--- src/rtl/mul16_seq.sv ---
// Sequential 16-bit unsigned shift-and-add multiplier with START/BUSY/DONE handshake.
// One adder forms every partial sum; returns the low word of A*B plus an overflow flag.
module mul16_seq #(
  parameter int unsigned WIDTH = 16
) (
  input  logic             CLK,
  input  logic             RST_N,
  input  logic             START,
  input  logic [WIDTH-1:0] A,
  input  logic [WIDTH-1:0] B,
  output logic             BUSY,
  output logic             DONE,
  output logic [WIDTH-1:0] PRODUCT,
  output logic             OVF
);

  typedef enum logic [1:0] {StIdle, StRun, StDone} state_e;

  state_e           state_q, state_d;
  logic [WIDTH-1:0] mcand_q, mcand_d;
  logic [WIDTH-1:0] mplier_q, mplier_d;
  logic [WIDTH-1:0] acc_q, acc_d;
  logic [3:0]       count_q, count_d;
  logic             ovf_i_q, ovf_i_d;
  logic [WIDTH-1:0] product_q, product_d;
  logic             ovf_q, ovf_d;

  // Single shared adder; the extra top bit is the carry out of the partial sum.
  logic [WIDTH:0]   sum;
  assign sum = {1'b0, acc_q} + {1'b0, mcand_q};

  always_comb begin
    state_d   = state_q;
    mcand_d   = mcand_q;
    mplier_d  = mplier_q;
    acc_d     = acc_q;
    count_d   = count_q;
    ovf_i_d   = ovf_i_q;
    product_d = product_q;
    ovf_d     = ovf_q;

    unique case (state_q)
      StIdle: begin
        if (START) begin
          mcand_d  = A;
          mplier_d = B;
          acc_d    = '0;
          count_d  = '0;
          ovf_i_d  = 1'b0;
          state_d  = StRun;
        end
      end
      StRun: begin
        if (mplier_q[0]) begin
          acc_d = sum[WIDTH-1:0];
          if (sum[WIDTH]) ovf_i_d = 1'b1;
        end
        // A set top bit about to be shifted out is still needed if any multiplier bits remain.
        if (mcand_q[WIDTH-1] && ((mplier_q >> 1) != '0)) ovf_i_d = 1'b1;
        mcand_d  = mcand_q << 1;
        mplier_d = mplier_q >> 1;
        if (count_q == 4'd15) begin
          state_d   = StDone;
          product_d = acc_d;
          ovf_d     = ovf_i_d;
        end else begin
          count_d = count_q + 4'd1;
        end
      end
      StDone: begin
        state_d = StIdle;
      end
      default: begin
        state_d = StIdle;
      end
    endcase
  end

  always_ff @(posedge CLK) begin
    if (!RST_N) begin
      state_q   <= StIdle;
      mcand_q   <= '0;
      mplier_q  <= '0;
      acc_q     <= '0;
      count_q   <= '0;
      ovf_i_q   <= 1'b0;
      product_q <= '0;
      ovf_q     <= 1'b0;
    end else begin
      state_q   <= state_d;
      mcand_q   <= mcand_d;
      mplier_q  <= mplier_d;
      acc_q     <= acc_d;
      count_q   <= count_d;
      ovf_i_q   <= ovf_i_d;
      product_q <= product_d;
      ovf_q     <= ovf_d;
    end
  end

  assign BUSY    = (state_q == StRun);
  assign DONE    = (state_q == StDone);
  assign PRODUCT = product_q;
  assign OVF     = ovf_q;

endmodule

--- config.mk ---
export PLATFORM = sky130hd
export DESIGN_NAME = mul16_seq
export DESIGN_NICKNAME = d
export VERILOG_FILES = /design/src/rtl/mul16_seq.sv
export SDC_FILE = /design/constraint.sdc
export NUM_CORES = 1
export LEC_CHECK = 0
export CORE_MARGIN = 4
export CORE_UTILIZATION = 38
export CTS_BUF_LIST = sky130_fd_sc_hd__clkbuf_16
export DETAILED_ROUTE_END_ITERATION = 8
export SKIP_CTS_REPAIR_TIMING = 1
export SLEW_MARGIN = 20
export SYNTH_ARGS = -nofsm -noshare
export SYNTH_HDL_FRONTEND = slang
export SYNTH_SLANG_ARGS = --single-unit
--- constraint.sdc ---
create_clock -name CLK -period 5.9 [get_ports CLK]
set_input_delay 0.885 -clock CLK [delete_from_list [all_inputs] [get_ports CLK]]
set_output_delay 0.885 -clock CLK [all_outputs]
set_load 0.005 [all_outputs]
==> impl_metrics.ini, run 1 <==
[sta]
rsz0062_at_grt = false
setup_violations = 0
finalClockSkew_ns = 0.006976
finalHoldViolations = 0
setup_ws_ns = 2.838
finalSetupTns_ns = 0
finalMaxSlewViolations = 0
fmax_mhz = 326.6
hold_slack_ns = 0.4701
worstMarginPinSlew_ns = 0.6787
period_share = 0.5189
max_slew_margin = 0.5475
final.min_clock_period_ns = 3.062

[min_path]
hold_end = acc_q[10]
hp-class = flip-flop to flip-flop
holdPathStages = 2
hp-start = acc_q[10]

[finish]
drive_gt1_frac = 0.05697
layout_commonest_cell = nand2_1
synthToLayoutAreaGrowth_pct = 24.17
antenna_cells = 0
final_cell_mix = nand2_1, dfxtp_1, clkdlybuf4s50_1
fin_nets = 557
final_util = 0.4857
final_area_mm2 = 0.004770
fin_cells = 642

[floorplanning]
die_h_um = 108.5
pin_count = 54
dieWidth_um = 108.5
dieArea_mm2 = 0.01178
rows = 36
start_util = 0.3912
core_area_mm2 = 0.009819

[critical_path]
r2r-start = mcand_q[0]
cp-end-kind = output pin
r2r_slack_ns = 3.42
crit_chain = nand2b_1 > buf_4 > inv_1 > buf_4 > clkdlybuf4s50_1
path_class = flip-flop to output pin
timing.rr.end = PRODUCT[10]
worstPathRequired_ns = 5.02
crit_slowest_cell = clkdlybuf4s50_1
slowest_delay_ns = 0.59
path_common_cell = buf_4
cp.arrival_ns = 2.18
startpoint_type = flip-flop
critPathLaunch = state_q[1]
reg2regPathDepth = 9
critPathMaxFanout = 42

[grt]
grt_overflow = 0
grt_max_degree = 72
antenna_found_initial = 0
grt_pass1_vias = 3318
grt_usage = 0.1720
grt_pass1_wl_um = 16110

[yosys]
async_flop_share = 0
synthesis.area_mm2 = 0.003841
syn_avg_cell_area_um2 = 8.208
yosysWarnings = 0
synth-edff-count = 0
ys_types = 50
synth_nets = 521
ys_ff_latch = 72
yosysSeqAreaShare = 0.3752
synth-main-ff-cell = dfxtp_1
synthCells = 468

[clock_tree]
root_buffer = clkbuf_16
clockBufferDepth = 2
cts.sinks = 72
cts_tree = yes
path_clk_slew_ns = 0.06
numCtsBuffers = 9
clock_latency_ns = 0.33
cts_max_level = 3

[pwr]
total_power_mw = 1.290
ir_worst_vdd_v = 0.0001381
power.leakage_nw = 2.123
p_per_area_mw_per_mm2 = 270.4

[placed_design]
port_buffers = 53
gp_congestion = 0.8588
placement.cell_area_mm2 = 0.004449
pre_cts_ws_ns = 2.903
dpl.cell_count = 626
hpwl_um = 6401

[detailed_routing]
wl_per_cell_um = 15.04
drtPass1Iterations = 4
drt.antenna.violating_nets = 0
vias = 3483
finalWirelength_um = 9658
dr.first_iter.drc_count = 146
drcViolationCount = 0
viasPerCell = 5.425

[run_status]
status = completed

[run]
drv_cap = 0
## cells in the mapped netlist, types with 3 or more instances
master	count	area [um^2]
nor3_1	4	20.02
nand3_1	38	190.2
nor4_1	3	18.77
nand4_1	6	37.54
and2_1	7	43.79
a21o_1	4	30.03
o211ai_1	3	22.52
nor2b_1	14	87.58
nand2_1	86	322.8
a32oi_1	3	26.28
a31oi_1	6	37.54
clkbuf_1	22	82.58
a21oi_1	26	130.1
xor2_1	5	43.79
o211a_1	34	340.3
nor3b_1	6	45.04
o21ai_1	7	35.03
a22oi_1	5	37.54
nor2_1	16	60.06
inv_1	3	11.26
dfxtp_1	72	1441
buf_2	7	35.03
buf_1	5	18.77
mux2i_1	7	70.07
xnor2_1	7	61.31
ha_1	17	212.7
o21ai_0	23	115.1
## worst max path at each step
| stage | endpoint | slack, ns | cells after the start |
|---|---|---|---|
| after floorplan | PRODUCT[10] | 3.65 | 9 |
| after global placement | acc_q[12] | 2.96 | 7 |
| after detailed placement | acc_q[12] | 2.90 | 7 |
| after CTS | BUSY | 2.80 | 5 |
| after global routing | BUSY | 2.64 | 5 |
| final | BUSY | 2.84 | 5 |
## routing by layer
metal	global-route usage	routed length [um]	share of wire
met4	0.05230	83	0.0086
met5	0	0	0
met3	0.04537	557	0.058
met2	0.2718	4426	0.46
met1	0.2299	4590	0.48
## worst max-delay path, delay by kind of cell (launching register included)
family / cells / cell delay, ns
DFF: 1 / 0.36
buffers and inverters: 4 / 1.32
and+or+nand+nor: 1 / 0.16
## power by group
group	total [mW]	internal [mW]	switching (mW)
registers	0.530	0.510	0.0199
logic	0.173	0.0771	0.0955
clock network	0.587	0.371	0.217
## sequential cells by signal, summed over array words and instances, names as in the netlist
register and cells:
PRODUCT 16, acc_q 16, mcand_q 16, mplier_q 16
count_q 4, state_q 2, OVF 1, ovf_i_q 1
## area by class of cell
class | count | area [um^2]
fillers | 1018 | 5050
multi-input cells | 358 | 2256
flip-flops and latches | 72 | 1441
repair buffers | 59 | 570.5
clock buffers | 9 | 225.2
well taps | 133 | 166.4
clock inverters | 7 | 95.09
inverters | 4 | 15.01
## cell families after synthesis
family          count (synthesis)  synth area share
simple gates                  190            0.2319
buf+inv                        38           0.03941
xor+xnor                       12           0.02736
compound gates                131            0.2472
fa+ha+maj                      18           0.06059
mux                             7           0.01824
flops                          72            0.3752
(Power assumes the default switching activity.)
==> inputs of run 2 (changes only) <==
==> constraint.sdc (replaced) <==
create_clock -name CLK -period 2.9 [get_ports CLK]
set_input_delay 0.435 -clock CLK [delete_from_list [all_inputs] [get_ports CLK]]
set_output_delay 0.435 -clock CLK [all_outputs]
set_load 0.005 [all_outputs]
==> impl_metrics.ini, run 2 (synthesized netlist as in run 1, its figures left out) <==
[floorplanning]
start_util = 0.3912
rows = 36
dieWidth_um = 108.5
pin_count = 54
core_area_mm2 = 0.009819
dieArea_mm2 = 0.01178
die_h_um = 108.5

[clock_tree]
cts_max_level = 3
path_clk_slew_ns = 0.06
numCtsBuffers = 9
root_buffer = clkbuf_16
clockBufferDepth = 2
cts_tree = yes
cts.sinks = 72
clock_latency_ns = 0.33

[critical_path]
critPathLaunch = state_q[1]
cp.arrival_ns = 2.04
critPathMaxFanout = 12
r2r_slack_ns = 0.50
timing.rr.end = PRODUCT[10]
r2r-start = acc_q[0]
worstPathRequired_ns = 2.47
path_class = flip-flop to output pin
cp-end-kind = output pin
reg2regPathDepth = 9
crit_end = BUSY
startpoint_type = flip-flop

[detailed_routing]
drtPass1Iterations = 4
wl_per_cell_um = 14.90
drt.antenna.violating_nets = 0
vias = 3427
finalWirelength_um = 9640
drcViolationCount = 0
viasPerCell = 5.297
dr.first_iter.drc_count = 154

[finish]
fin_nets = 562
final_area_mm2 = 0.004775
final_cell_mix = nand2_1, dfxtp_1, clkdlybuf4s50_1
synthToLayoutAreaGrowth_pct = 24.30
fillers = 1015
layout_commonest_cell = nand2_1
drive_gt1_frac = 0.06420
antenna_cells = 0

[sta]
worstMarginPinSlew_ns = 0.7742
max_slew_margin = 0.4784
rsz0062_at_grt = false
period_share = 0.8532
finalMaxSlewViolations = 0
setup_violations = 0
hold_slack_ns = 0.4439
finalClockSkew_ns = 0.005885
finalHoldViolations = 0
setup_ws_ns = 0.4256
finalSetupTns_ns = 0
final.min_clock_period_ns = 2.474
fmax_mhz = 404.1

[placed_design]
gp_congestion = 0.8903
port_buffers = 53
placement.cell_area_mm2 = 0.004487
hpwl_um = 6800
pre_cts_ws_ns = 0.5094

[pwr]
total_power_mw = 2.510
p_per_area_mw_per_mm2 = 525.7
power.leakage_nw = 2.127
ir_worst_vdd_v = 0.0002394

[grt]
grt_max_degree = 60
grt_usage = 0.1727
antenna_found_initial = 0
grt_overflow = 0
grt_pass1_vias = 3302
grt_pass1_wl_um = 16030

[run]
drv_cap = 0

[min_path]
hp-class = primary input to flip-flop

[run_status]
status = completed
==> run 2: changes by cell type in the layout (fill, tap and decap cells not counted) <==
| cell | before | now |
|---|---|---|
| buf_4 | 6 | 11 |
| clkinv_4 | 2 | 0 |
| clkinvlp_4 | 0 | 2 |
| bufinv_16 | 2 | 1 |
| clkinv_1 | 2 | 3 |
| clkinv_2 | 1 | 2 |
| inv_6 | 1 | 0 |
==> run 2: cell type report <==
| type | instances | area, um^2 | area share |
|---|---|---|---|
| Multi-Input combinational cell | 358 | 2256 | 0.4725 |
| Sequential cell | 72 | 1441 | 0.3019 |
| Clock inverter | 7 | 62.56 | 0.01310 |
| Tap cell | 133 | 166.4 | 0.03485 |
| Timing Repair Buffer | 64 | 608.1 | 0.1274 |
| Inverter | 4 | 15.01 | 0.003145 |
| Clock buffer | 9 | 225.2 | 0.04717 |
==> run 2: critical path: stages (launching register included) <==
cell	delay, ns
dfxtp_1	0.35
nand2b_1	0.32
inv_1	0.44
clkdlybuf4s50_1	0.59
==> run 2: how the worst min path moves through the flow <==
stage,from,to,slack [ns],cells past startpoint
3_3_place_gp,acc_q[10],acc_q[10],0.45,2
4_1_cts,RST_N,acc_q[3],0.43,2
2_1_floorplan,acc_q[10],acc_q[10],0.44,2
5_1_grt,RST_N,acc_q[3],0.45,2
6_report,RST_N,ovf_i_q,0.44,2
3_5_place_dp,acc_q[10],acc_q[10],0.47,2
==> run 2: layer usage <==
layer  up-vias  GRT usage  share of wire
li1       1774          -              -
met2        70     0.2630           0.45
met3         6    0.03224          0.050
met4         0    0.06673         0.0082
met5         -          0              0
met1      1577     0.2413           0.50
==> run 2: power by group <==
| group | switching, mW | leakage [nW] | total, mW | internal [mW] |
|---|---|---|---|---|
| clock network | 0.415 | 0.136 | 1.07 | 0.656 |
| registers | 0.0407 | 0.589 | 1.08 | 1.04 |
| logic | 0.198 | 1.40 | 0.360 | 0.162 |
| total | 0.654 | 2.13 | 2.51 | 1.86 |
==> run 2: metrics by stage <==
step           instances  utilization
6_report             647       0.4862
5_1_grt              647       0.4862
4_1_cts              647       0.4862
3_5_place_dp         631       0.4569
3_3_place_gp         631       0.4569
2_1_floorplan        468            -
==> inputs of run 3 (changes only) <==
--- a/config.mk
+++ b/config.mk
@@ -5,10 +5,12 @@
 export SDC_FILE = /design/constraint.sdc
 export NUM_CORES = 1
 export LEC_CHECK = 0
+export ABC_AREA = 1
 export CORE_MARGIN = 4
 export CORE_UTILIZATION = 38
 export CTS_BUF_LIST = sky130_fd_sc_hd__clkbuf_16
 export DETAILED_ROUTE_END_ITERATION = 8
+export MAX_ROUTING_LAYER = met4
 export SKIP_CTS_REPAIR_TIMING = 1
 export SLEW_MARGIN = 20
 export SYNTH_ARGS = -nofsm -noshare
==> impl_metrics.ini, run 3 <==
[run_status]
status = completed

[floorplanning]
rows = 37
pin_count = 54
die_h_um = 111.9
core_area_mm2 = 0.01042
dieWidth_um = 111.9
start_util = 0.3938
dieArea_mm2 = 0.01252

[grt]
grt_usage = 0.1736
grt_pass1_vias = 3798
grt_overflow = 0
grt_max_degree = 50
grt_pass1_wl_um = 17530
antenna_found_initial = 0

[finish]
final_cell_mix = nand2_1, inv_1, dfxtp_1
antenna_cells = 0
final_area_mm2 = 0.004977
fillers = 1079
fin_nets = 712
fin_cells = 800
final_util = 0.4778
layout_commonest_cell = nand2_1
drive_gt1_frac = 0.06325
synthToLayoutAreaGrowth_pct = 21.35

[detailed_routing]
drcViolationCount = 0
dr.first_iter.drc_count = 160
vias = 3893
drt.antenna.violating_nets = 0
viasPerCell = 4.866
drtPass1Iterations = 4
finalWirelength_um = 10160
wl_per_cell_um = 12.70

[critical_path]
critPathMaxFanout = 34
worstPathRequired_ns = 3.09
startpoint_type = primary input
cp.arrival_ns = 2.25
path_class = primary input to flip-flop
cp-end-kind = flip-flop

[yosys]
synth_common_cells = nand2_1, inv_1, dfxtp_1
synthesis.area_mm2 = 0.004101
synth-main-ff-cell = dfxtp_1
async_flop_share = 0
yosysWarnings = 0
synth_top_area_cell = dfxtp_1
ys_ff_latch = 72
synthCells = 613
synth.most_common_cell = nand2_1
ys_types = 37
synth_top_cell_area_share = 0.3514
syn_avg_cell_area_um2 = 6.691
synth_nets = 666
synth.area.top_cells = dfxtp_1, nand2_1, inv_1, nand3_1, o21ai_0
yosysSeqAreaShare = 0.3514
synth-edff-count = 0

[clock_tree]
cts.sinks = 72
path_clk_slew_ns = 0.06
root_buffer = clkbuf_16
clock_latency_ns = 0.33
clockBufferDepth = 2
cts_max_level = 3
cts_tree = yes
numCtsBuffers = 9

[min_path]
hp-class = flip-flop to flip-flop

[placed_design]
placement.cell_area_mm2 = 0.004703
gp_congestion = 0.8191
dpl.cell_count = 784
hpwl_um = 7707
port_buffers = 53

[sta]
period_share = 0.7112
hold_slack_ns = 0.4591
finalHoldViolations = 0
finalClockSkew_ns = 0.005108
max_slew_margin = 0.5443
worstMarginPinSlew_ns = 0.6825
finalSetupTns_ns = 0
setup_violations = 0
fmax_mhz = 484.8
rsz0062_at_grt = false
finalMaxSlewViolations = 0
final.min_clock_period_ns = 2.063

[run]
drv_cap = 0

[pwr]
ir_worst_vdd_v = 0.0002843
p_per_area_mw_per_mm2 = 503.8
power.leakage_nw = 2.315
run 3: changes by cell type in the layout (fill, tap and decap cells not counted), moves of 14 or more:
| cell | change |
|---|---|
| nand2_1 | +87 |
| nor2_1 | +34 |
| inv_1 | +83 |
| o211a_1 | -34 |
| nor2b_1 | -14 |
| o22ai_1 | +22 |
| o21ai_0 | +23 |
run 3: logic make-up after synthesis:
| kind of cell | count (synthesis) | share of synthesized area |
|---|---|---|
| AO/OA/AOI/OAI | 108 | 0.1507 |
| XOR/XNOR | 6 | 0.01281 |
| adder cells (fa/ha/maj) | 18 | 0.05674 |
| buffers and inverters | 114 | 0.1168 |
| flip-flops | 72 | 0.3514 |
| multiplexers | 5 | 0.01220 |
| AND/OR/NAND/NOR | 290 | 0.2993 |
run 3: worst max-delay path, cell delays in order:
cell	delay (ns)
clkdlybuf4s50_1	0.55
inv_2	0.42
nor2_8	0.13
inv_2	0.53
o21ai_0	0.16
run 3: area by class of cell:
| cell class | instances | area, um^2 | share of cell area |
|---|---|---|---|
| multi-input combinational | 427 | 2181 | 0.4382 |
| timing repair buffer | 57 | 560.5 | 0.1126 |
| inverter | 92 | 350.3 | 0.07039 |
| tap | 136 | 170.2 | 0.03419 |
| sequential | 72 | 1441 | 0.2896 |
| clock inverter | 7 | 48.80 | 0.009804 |
| clock buffer | 9 | 225.2 | 0.04525 |
run 3: per-stage QoR:
stage	setup slack [ns]	power, mW
6_report	0.8375	2.508
5_1_grt	0.6557	2.638
4_1_cts	0.8316	2.528
3_5_place_dp	0.4910	1.509
3_3_place_gp	0.5535	1.502
2_1_floorplan	1.161	1.387
run 3: power breakdown:
group | leakage (nW) | switching [mW] | total [mW] | internal (mW)
registers | 0.587 | 0.0340 | 1.08 | 1.04
logic | 1.59 | 0.248 | 0.411 | 0.163
clock network | 0.135 | 0.440 | 1.02 | 0.580
run 3: path summary, 6_finish.rpt:
check | from | end | slack (ns) | depth (start not counted)
max | RST_N | acc_q[12] | 0.84 | 5
min | ovf_i_q | ovf_i_q | 0.46 | 2
max reg2reg | mcand_q[0] | PRODUCT[6] | 0.90 | 11
min reg2reg | ovf_i_q | ovf_i_q | 0.46 | 2
run 3: layer usage:
layer / track usage / vias to the layer above / share of wire
met4: 0.05434 / 0 / 0.016
met2: 0.3034 / 60 / 0.50
met3: 0.02174 / 15 / 0.035
met1: 0.2075 / 1753 / 0.45
met5: - / - / 0
li1: - / 2065 / -
